===== config.mk =====
export PLATFORM = sky130hd
export DESIGN_NAME = mem_port_arbiter
export DESIGN_NICKNAME = d
export VERILOG_FILES = /design/src/rtl/mem_port_arbiter_pkg.sv /design/src/rtl/mem_port_arbiter.sv
export SDC_FILE = /design/constraint.sdc
export NUM_CORES = 1
export LEC_CHECK = 0
export CORE_ASPECT_RATIO = 0.9
export CORE_UTILIZATION = 36
export DETAILED_ROUTE_END_ITERATION = 8
export PLACE_DENSITY = 0.77
export SYNTH_ARGS = -nofsm -noshare
export SYNTH_HDL_FRONTEND = slang
export SYNTH_SLANG_ARGS = --single-unit

===== constraint.sdc =====
create_clock -name clk -period 1.7 [get_ports clk]
set_input_delay 0.17 -clock clk [delete_from_list [all_inputs] [get_ports clk]]
set_output_delay 0.17 -clock clk [all_outputs]
set_load 0.02 [all_outputs]

===== src/rtl/mem_port_arbiter_pkg.sv =====
// Shared types for the memory port arbiter and the memory wrapper.
// Holds the FSM encoding, requester IDs and the default memory latency.
package mem_port_arbiter_pkg;

    typedef enum logic [1:0] {
        ST_IDLE   = 2'd0,
        ST_ACCESS = 2'd1,
        ST_DONE   = 2'd2
    } state_e;

    typedef enum logic {
        REQ_IF = 1'b0,
        REQ_LS = 1'b1
    } req_id_e;

    localparam int MEM_LAT_DEF = 2;

endpackage


===== src/rtl/mem_port_arbiter.sv =====
// Round-robin arbiter between fetch and load/store for the single-port memory.
// One transaction at a time; every output is registered.
module mem_port_arbiter
    import mem_port_arbiter_pkg::*;
#(
    parameter int ADDR_W  = 32,
    parameter int DATA_W  = 32,
    parameter int MEM_LAT = MEM_LAT_DEF
) (
    input  logic              clk,
    input  logic              reset,
    input  logic              if_req,
    input  logic [ADDR_W-1:0] if_addr,
    output logic              if_gnt,
    output logic              if_done,
    input  logic              ls_req,
    input  logic              ls_we,
    input  logic [ADDR_W-1:0] ls_addr,
    input  logic [DATA_W-1:0] ls_wdata,
    output logic              ls_gnt,
    output logic              ls_done,
    output logic              ls_err,
    output logic [DATA_W-1:0] rdata,
    output logic [ADDR_W-1:0] mem_addr,
    output logic [DATA_W-1:0] mem_wdata,
    output logic              mem_w,
    input  logic [DATA_W-1:0] mem_rdata,
    output logic              busy
);

    localparam int CNT_W = (MEM_LAT > 1) ? $clog2(MEM_LAT) : 1;
    localparam logic [CNT_W-1:0] CNT_LAST = CNT_W'(MEM_LAT - 1);

    state_e            state_q, state_d;
    req_id_e           owner_q, owner_d;
    logic [CNT_W-1:0]  cnt_q, cnt_d;
    logic              we_q, we_d;
    logic              last_ls_q, last_ls_d;
    logic              if_gnt_q, if_gnt_d;
    logic              ls_gnt_q, ls_gnt_d;
    logic              if_done_q, if_done_d;
    logic              ls_done_q, ls_done_d;
    logic              ls_err_q, ls_err_d;
    logic              mem_w_q, mem_w_d;
    logic              busy_q, busy_d;
    logic [DATA_W-1:0] rdata_q, rdata_d;
    logic [ADDR_W-1:0] mem_addr_q, mem_addr_d;
    logic [DATA_W-1:0] mem_wdata_q, mem_wdata_d;
    logic              pick_ls;
    logic              ls_mis;

    always_comb begin
        state_d     = state_q;
        owner_d     = owner_q;
        cnt_d       = cnt_q;
        we_d        = we_q;
        last_ls_d   = last_ls_q;
        if_gnt_d    = if_gnt_q;
        ls_gnt_d    = ls_gnt_q;
        if_done_d   = if_done_q;
        ls_done_d   = ls_done_q;
        ls_err_d    = ls_err_q;
        mem_w_d     = mem_w_q;
        busy_d      = busy_q;
        rdata_d     = rdata_q;
        mem_addr_d  = mem_addr_q;
        mem_wdata_d = mem_wdata_q;
        // On a tie the side that did not win last time gets the port.
        pick_ls     = ls_req & (~if_req | ~last_ls_q);
        ls_mis      = ls_addr[1:0] != 2'b00;
        unique case (state_q)
            ST_IDLE: begin
                if (if_req | ls_req) begin
                    owner_d   = pick_ls ? REQ_LS : REQ_IF;
                    last_ls_d = pick_ls;
                    cnt_d     = '0;
                    busy_d    = 1'b1;
                    if_gnt_d  = ~pick_ls;
                    ls_gnt_d  = pick_ls;
                    if (pick_ls && ls_mis) begin
                        state_d   = ST_DONE;
                        ls_done_d = 1'b1;
                        ls_err_d  = 1'b1;
                        we_d      = 1'b0;
                    end else begin
                        state_d    = ST_ACCESS;
                        we_d       = pick_ls & ls_we;
                        mem_w_d    = pick_ls & ls_we;
                        mem_addr_d = pick_ls ? ls_addr : if_addr;
                        if (pick_ls) begin
                            mem_wdata_d = ls_wdata;
                        end
                    end
                end
            end
            ST_ACCESS: begin
                mem_w_d = 1'b0;
                cnt_d   = cnt_q + 1'b1;
                if (cnt_q == CNT_LAST) begin
                    state_d   = ST_DONE;
                    if_done_d = owner_q == REQ_IF;
                    ls_done_d = owner_q == REQ_LS;
                    ls_err_d  = 1'b0;
                    if (!we_q) begin
                        rdata_d = mem_rdata;
                    end
                end
            end
            ST_DONE: begin
                state_d   = ST_IDLE;
                if_gnt_d  = 1'b0;
                ls_gnt_d  = 1'b0;
                if_done_d = 1'b0;
                ls_done_d = 1'b0;
                ls_err_d  = 1'b0;
                busy_d    = 1'b0;
            end
            default: begin
                state_d = ST_IDLE;
            end
        endcase
    end

    always_ff @(posedge clk) begin
        if (reset) begin
            state_q     <= ST_IDLE;
            owner_q     <= REQ_IF;
            cnt_q       <= '0;
            we_q        <= 1'b0;
            last_ls_q   <= 1'b1;
            if_gnt_q    <= 1'b0;
            ls_gnt_q    <= 1'b0;
            if_done_q   <= 1'b0;
            ls_done_q   <= 1'b0;
            ls_err_q    <= 1'b0;
            mem_w_q     <= 1'b0;
            busy_q      <= 1'b0;
            rdata_q     <= '0;
            mem_addr_q  <= '0;
            mem_wdata_q <= '0;
        end else begin
            state_q     <= state_d;
            owner_q     <= owner_d;
            cnt_q       <= cnt_d;
            we_q        <= we_d;
            last_ls_q   <= last_ls_d;
            if_gnt_q    <= if_gnt_d;
            ls_gnt_q    <= ls_gnt_d;
            if_done_q   <= if_done_d;
            ls_done_q   <= ls_done_d;
            ls_err_q    <= ls_err_d;
            mem_w_q     <= mem_w_d;
            busy_q      <= busy_d;
            rdata_q     <= rdata_d;
            mem_addr_q  <= mem_addr_d;
            mem_wdata_q <= mem_wdata_d;
        end
    end

    assign if_gnt    = if_gnt_q;
    assign ls_gnt    = ls_gnt_q;
    assign if_done   = if_done_q;
    assign ls_done   = ls_done_q;
    assign ls_err    = ls_err_q;
    assign mem_w     = mem_w_q;
    assign busy      = busy_q;
    assign rdata     = rdata_q;
    assign mem_addr  = mem_addr_q;
    assign mem_wdata = mem_wdata_q;

endmodule


* Yosys cells after proc, flatten, opt, wreduce, memory -nomap -nowiden
Index checks and enable logic that the tools add are counted.
Storage, ports and cells: flip-flop bits (word level) 109
Operators by class: eq/ne operators 6, bitwise operators 10, muxes and demuxes 26, $add $sub $neg 1, reductions and logical operators 17
Operators by type and width (number):
- 2-to-1 mux 32 bit | 1
- 2-to-1 mux 1 bit | 13
- one-hot mux 1 bit (2 select lines) | 6
- AND reduction 2 bit | 5
- AND reduction 3 bit | 3
- inequality test 2 bit, second input constant | 4
- AND reduction 4 bit | 2
- nonzero test 2 bit | 4
- 2-to-1 mux 2 bit | 3
- inverter 1 bit | 6
- one-hot mux 1 bit (3 select lines) | 2
- one-hot mux 2 bit (2 select lines) | 1
- nonzero test 3 bit | 1
- AND 1 bit | 2
- equality test 2 x 1 -> 1 bit, second input constant | 1
- equality test 2 bit, second input constant | 1
- logical NOT 2 bit | 1
- bitwise OR 1 bit | 2
- adder 1 bit, second input constant | 1
- logical AND 1 bit | 1

* Depth between registers and ports, before layout
depth after elaboration 7, mapped depth 8, mapped depth without buffers 6

* Least setup slack after synthesis
Ideal clock, no wire load.
kind flip-flop to flip-flop, from reg state_q[0], to reg ls_gnt_q, in the netlist ls_gnt, clock period less this slack 1.599 ns, stages on the path, launching flop included 8, library setup time 0.128 ns, path slack 0.101 ns, arrival 1.472 ns, path through dfxtp_1 -> inv_1 -> ha_1 -> clkbuf_1 -> clkbuf_1 -> o21ai_0 -> a22oi_1 -> nor2_1
Between the ends: longest elaborated chain between the ends 3, elaborated cells on any way between the ends 6
Ends and longest elaborated chain:
- from (decl) | RTL line mem_port_arbiter.sv:34 | state_e state_q, state_d;
- from (signal assigned) | RTL line mem_port_arbiter.sv:142 | state_q <= state_d;
- equality test 2 bit or logical NOT 2 bit (tied branches) | RTL line mem_port_arbiter.sv:71 | unique case (state_q)
- nonzero test 2 bit (no line) or inequality test 2 bit (tied branches)
- AND reduction 2 bit (no line)
- to (signal assigned) | RTL line mem_port_arbiter.sv:148 | ls_gnt_q <= ls_gnt_d;
- to (decl) | RTL line mem_port_arbiter.sv:40 | logic ls_gnt_q, ls_gnt_d;
Several ways; a longest one is shown, not always the timed one. A chain may end at the register's enable or synchronous reset.

* Worst setup path after layout
from reg state_q[1], to reg mem_w_q, in the netlist mem_w
Between the ends: longest elaborated chain between the ends 3, elaborated cells on any way between the ends 7
Ends and longest elaborated chain:
- logical NOT 2 bit or equality test 2 x 1 -> 1 bit (tied branches) | RTL line mem_port_arbiter.sv:71
- inequality test 2 bit (no line) or nonzero test 2 bit (tied branches)
- AND reduction 3 bit (no line)
- to (signal assigned) | RTL line mem_port_arbiter.sv:152 | mem_w_q <= mem_w_d;
- to (decl) | RTL line mem_port_arbiter.sv:44 | logic mem_w_q, mem_w_d;
Several ways; a longest one is shown, not always the timed one.

==> flow_summary.json <==
{
  "outcome": "finished clean",
  "synth_warnings": 0,
  "num_rows": 38,
  "cp_data_arrival_time_ps": 1930,
  "drv_cap": 0,
  "path_buf_inv": 2,
  "postRouteAntennaNets": 0,
  "holdPathEnd": "we_q",
  "cts_tree": "built",
  "wire_per_inst_microns": 15.0,
  "post_drt_via_cell_ratio": 4.98,
  "tns_ps": 0,
  "ir_drop_mv": 0.664,
  "groute.usage.overall_pct": 20.8,
  "hold-worst-slack_ps": 72.0,
  "timing_worst_setup_path_type": "flip-flop to flip-flop",
  "fin_skew_ps": 6.81,
  "clockBufferDepth": 2,
  "pre_cts_slack_ps": -211,
  "final_nets": 874,
  "reg2regPathDepth": 7,
  "tightest_slew_ps": 517,
  "io_pins": 236,
  "final_common_cell": "clkdlybuf4s50_1",
  "layout_common_cells": "clkdlybuf4s50_1, nand2_1, dfxtp_1, a21oi_1, mux2i_1",
  "drt_first_pass_iters": 4,
  "leakage_nw": 2.61,
  "yosysSeqAreaShare_pct": 48.6,
  "syn_to_final_growth_pct": 66.3,
  "crit_family": "flip-flops",
  "die_y_microns": 108,
  "grt_pass1_wl_microns": 21100,
  "core_sq_mm": 0.0121,
  "drtIter0Drc": 192,
  "grt_pass1_vias": 4430,
  "total_power_mw": 7.09,
  "antenna_cells": 0,
  "hold_viol_final": 0,
  "io_buffers": 235,
  "wl_microns": 13600,
  "slew_headroom_pct": 65.5,
  "antenna_found_initial": 0,
  "root_buffer": "clkbuf_16",
  "post-route-min-period_ps": 1640,
  "syn-cell-area_sq_mm": 0.00449,
  "syn_nets": 643,
  "cp.required_ps": 1990,
  "async_flop_share_pct": 0,
  "timing.final.ws_setup_ps": 58.9,
  "clk_latency_ps": 350,
  "seq_area_sq_mm": 0.00218,
  "rr_endpoint": "mem_w",
  "critical_path.max_stage_delay_ps": 370,
  "place.gp.congestion": 0.836,
  "ys_ff_latch": 109,
  "synth_edf_count": 0,
  "grt_max_degree": 49,
  "crit_chain": "inv_2, ha_4, nor3b_1, buf_4, a311oi_2, mux2_2, nor2_1",
  "reg2reg_from": "state_q[1]",
  "drv_slew": 0,
  "vias": 4497,
  "cts_num_sinks": 109,
  "min_path_cells": 2,
  "dieWidth_microns": 120,
  "hold_path_class": "input pin to flip-flop",
  "clk_pin_slew_ps": 70,
  "multiInputGateArea_sq_mm": 0.00211,
  "hpwl_microns": 9980,
  "cts_buffers": 9,
  "holdBufCountCts": 0,
  "cts.htree.levels": 3,
  "r2r_setup_slack_ps": 60,
  "dieArea_sq_mm": 0.0129,
  "ys.flop_type": "dfxtp_1",
  "min_from": "reset",
  "slowest_stage": "dfxtp_1",
  "synth_cell_types": 34,
  "fillers": 1026,
  "avgSynthCellArea_sq_um": 8.85,
  "fmax_mhz": 609,
  "fin_crit_sh_pct": 96.5,
  "cp-start-kind": "flip-flop",
  "power.density_mw_per_mm2": 950,
  "syn_inst": 507,
  "final_layout_size_suffix_gt1_share_pct": 11.8,
  "setup_violations": 0,
  "path_max_fanout": 4,
  "drc": 0,
  "end_kind": "flip-flop",
  "initial_core_util_pct": 37.0,
  "overflow": 0
}
[routing by layer]
metal	part of all wire [%]	up-vias	GRT usage, %	wire, microns
li1	-	2203	-	-
met1	40	2091	22.0	5360
met2	50	183	37.2	6750
met3	8.8	20	8.58	1190
met4	1.9	0	7.41	257
met5	0	-	0	0
[worst max path at each step]
stage	startpoint	endpoint	slack (ps)	depth (start not counted)
3_3_place_gp	ls_addr[1]	mem_w	-140	6
4_1_cts	state_q[1]	ls_done	4	6
2_1_floorplan	state_q[0]	ls_gnt	100	7
6_report	state_q[1]	mem_w	60	7
3_5_place_dp	ls_req	mem_addr[29]	-210	5
5_1_grt	state_q[0]	ls_err	-20	7
[Yosys cell counts (3+ instances only)]
cell | count | area [sq um]
nand2_1 | 137 | 514
a211oi_1 | 3 | 22.5
inv_1 | 4 | 15.0
buf_2 | 6 | 30.0
dfxtp_1 | 109 | 2180
a21oi_1 | 101 | 505
o211ai_1 | 4 | 30.0
ha_1 | 3 | 37.5
o21ai_0 | 5 | 25.0
clkbuf_1 | 30 | 113
a211oi_2 | 30 | 375
buf_6 | 6 | 67.6
mux2i_1 | 32 | 320
nor2_1 | 9 | 33.8
[repair_timing]
item	in CTS	in global routing
pin swaps	1	2
setup buffers	0	1
setup endpoints to repair	15	39
resized for setup	5	6
cloned	0	0
[through the flow]
| stage | instances | cell area [sq um] | utilization (%) |
|---|---|---|---|
| floorplan | 507 | 4490 | - |
| CTS | 902 | 7430 | 61.3 |
| global placement | 886 | 7110 | 58.6 |
| detailed placement | 886 | 7110 | 58.6 |
| finish | 903 | 7460 | 61.5 |
| global route | 903 | 7460 | 61.5 |
[area by class of cell]
cell class / instances / share of cell area [%]
clock buffers: 11 / 3.25
clock inverters: 5 / 0.788
inverters: 4 / 0.201
multi-input cells: 350 / 28.2
flip-flops and latches: 109 / 29.3
well taps: 160 / 2.68
repair buffers: 264 / 35.6
[state kept, by name, summed over array words and instances, names as in the netlist, 2 cells and up]
signal / cells
state_q: 2
mem_wdata: 32
mem_addr: 32
rdata: 32
[power breakdown]
part           total (mW)  switching [mW]  internal [mW]
Clock                2.13           0.947           1.19
Sequential           2.89           0.120           2.77
Combinational        2.07            1.02           1.05
Total                7.09            2.09           5.00
[logic make-up after synthesis]
kind of cell	count (synthesis)	share of synthesized area, %
buffers and inverters	48	5.35
and+or+nand+nor	160	14.3
AOI/OAI and AO/OA	154	23.5
DFF	109	48.6
muxes	33	7.39
adders and majority gates	3	0.837
(Power assumes the default switching activity.)
==> RTL change, RTL diff (config.mk and constraints unchanged) <==
Register the output `ls_err` once more, with the module's reset; this adds one clock of latency there. The other outputs are not delayed to match.
--- a/src/rtl/mem_port_arbiter.sv
+++ b/src/rtl/mem_port_arbiter.sv
@@ -162,5 +162,11 @@
     assign if_done   = if_done_q;
     assign ls_done   = ls_done_q;
-    assign ls_err    = ls_err_q;
+    always_ff @(posedge clk) begin
+        if (reset) begin
+            ls_err <= '0;
+        end else begin
+            ls_err <= ls_err_q;
+        end
+    end
     assign mem_w     = mem_w_q;
     assign busy      = busy_q;
Function: changed (Yosys sat finds a counterexample within 4 cycles, from zero or initial values and one cycle with reset high).
==> RTL change against the original RTL <==
Core utilization is 0.25 points higher; clock power is 9.9% higher; worst hold slack better by 0.073 ns; maximum frequency is 2.5% higher; power is 3.5% higher; sequential share of layout area is 0.20 points higher; critical path depth stayed put; worst setup slack better by 0.039 ns; critical endpoint unchanged; final area is 0.40% higher; synthesized cell count is 7.5% higher; sequential cell count is 1 higher; clock skew is 0.0022 ns lower; synthesized area is 0.64% higher; wire length is 2.1% higher; largest cell class unchanged.
==> RTL change: results (changes against the original RTL) <==
metric	value	unit	change
Worst-Skew Late Latency	0.33	ns	-0.02 ns
H-tree depth	3		unchanged
fillcell total	1041		+1.5%
syn nets	681		+5.9%
Arr. time, crit path	1.82	ns	-0.11 ns
vias per inst	5.02		+0.72%
maximum vdd drop	0.555	mV	-16%
dominant cells by area after synthesis	dfxtp_1 49%, nand2_1 17%, a21oi_1 11%		
CTS Root Cell	clkbuf_16		
first-pass GRT wire length	21400	µm	+1.5%
Synth Warn #	0		unchanged
Placed Area	0.00708	mm²	-0.39%
TritonCTS buffer count	9		unchanged
status	finished, final reports clean		
Seq/Total Area, Yosys	48.8	%	+0.13 points
Crit path largest cell delay	0.33	ns	-0.04 ns
DR iter-0 viols	281		+46%
clock-pin slew on the worst setup and hold paths	0.07	ns	about the same
dominant synthesized flop cell	dfxtp_1		
Slew @ Worst Pin	0.550	ns	+0.0325 ns
Port Buf Inserts	235		unchanged
Net Switching	2060	µW	-1.5%
Crit-path slowest cell	dfxtp_2		
Tot GR Track Use	20.7	%	-0.13 points
GP Congestion	0.793		-5.1%
asr flop ratio synth	0	%	unchanged
Commonest cells post-synth	200 x nand2_1, 110 x dfxtp_1, 100 x a21oi_1, 32 x clkbuf_1, 30 x a311oi_2		
clock skew	0.00460	ns	-0.00221 ns
initial antenna violation count	0		unchanged
Lkg Pwr	0.00263	µW	+1.0%
worst-path fanout max	10		+6
CTS max path bufs	2		unchanged
Hold Crit Class	in2reg		
number of global-route vias before repair	4558		+2.9%
HPWL Detailed	10100	µm	+1.6%
share of cells above drive strength 1	11.6	%	-0.26 points
Layout Nets	908		+3.9%
Unique masters post-synth	33		-2.9%
largest net degree at the start of global routing	55		+12%
DRT Pass-1 Iters	6		+2
WL per Instance	14.8	µm	-1.6%
antenna fix cells	0		unchanged
Max Slew Vio Count	0		unchanged
[RTL change: final timing paths]
check        startpoint        to  slack (ns)  cells past startpoint
max          state_q[0]     mem_w         0.1                      7
min               reset      busy        0.15                      2
max reg2reg  state_q[0]     mem_w         0.1                      7
min reg2reg    rdata[0]  rdata[0]        0.45                      2
[RTL change: critical path, delay by kind of cell, from the launching register on]
kind            cells  cell delay [ns]
fa+ha+maj           1             0.20
compound gates      1             0.33
buf+inv             2             0.19
simple gates        2             0.22
mux                 1             0.22
flops               1             0.33
[RTL change: routing by layer]
layer,share of wire (%),global-route usage (%)
met2,49,36.1
met1,41,24.1
met4,2.1,9.02
met5,0,0
met3,7.3,4.91
[RTL change: what timing repair did]
action                     in CTS  in global routing
hold buffers                    0                  0
pin swaps                       1                  2
cloned                          0                  1
gates resized for setup         2                  9
setup endpoints to repair      35                 61
buffers inserted                0                  5
[RTL change: cells by family (layout without fill, tap and decap cells)]
group                      count (synthesis)  in the layout  synth area share, %
buffers and inverters                     50            281                 5.21
muxes                                      3              3                0.720
DFF                                      110            110                 48.8
adders and majority gates                  3              3                0.831
and+or+nand+nor                          228            229                 19.9
AOI/OAI and AO/OA                        151            151                 24.5
[RTL change: final cells by class]
| class | instances | area (µm²) | share of cell area (%) |
|---|---|---|---|
| clock inverter | 6 | 110 | 1.47 |
| multi-input combinational | 386 | 2110 | 28.2 |
| sequential | 110 | 2210 | 29.5 |
| tap | 160 | 200 | 2.67 |
| clock buffer | 10 | 229 | 3.06 |
| inverter | 2 | 7.51 | 0.100 |
| timing repair buffer | 263 | 2630 | 35.1 |
[RTL change: per-stage QoR]
step,setup TNS (ns),worst slack (ns),std cells
after global routing,-0.00510,-0.00510,937
after detailed placement,-12.17,-0.208,915
after CTS,0,0.0314,931
final,0,0.0982,937
after global placement,-8.71,-0.139,915
after floorplan,0,0.0295,545
[RTL change: power by group through the flow]
| stage | logic (µW) | clock network (µW) | registers [µW] |
|---|---|---|---|
| after floorplan | 863 | 0 | 3190 |
| after global placement | 1960 | 0 | 2970 |
| after detailed placement | 2000 | 0 | 2970 |
| after CTS | 2010 | 2400 | 2920 |
| after global routing | 2220 | 2520 | 2950 |
| final | 2080 | 2340 | 2920 |
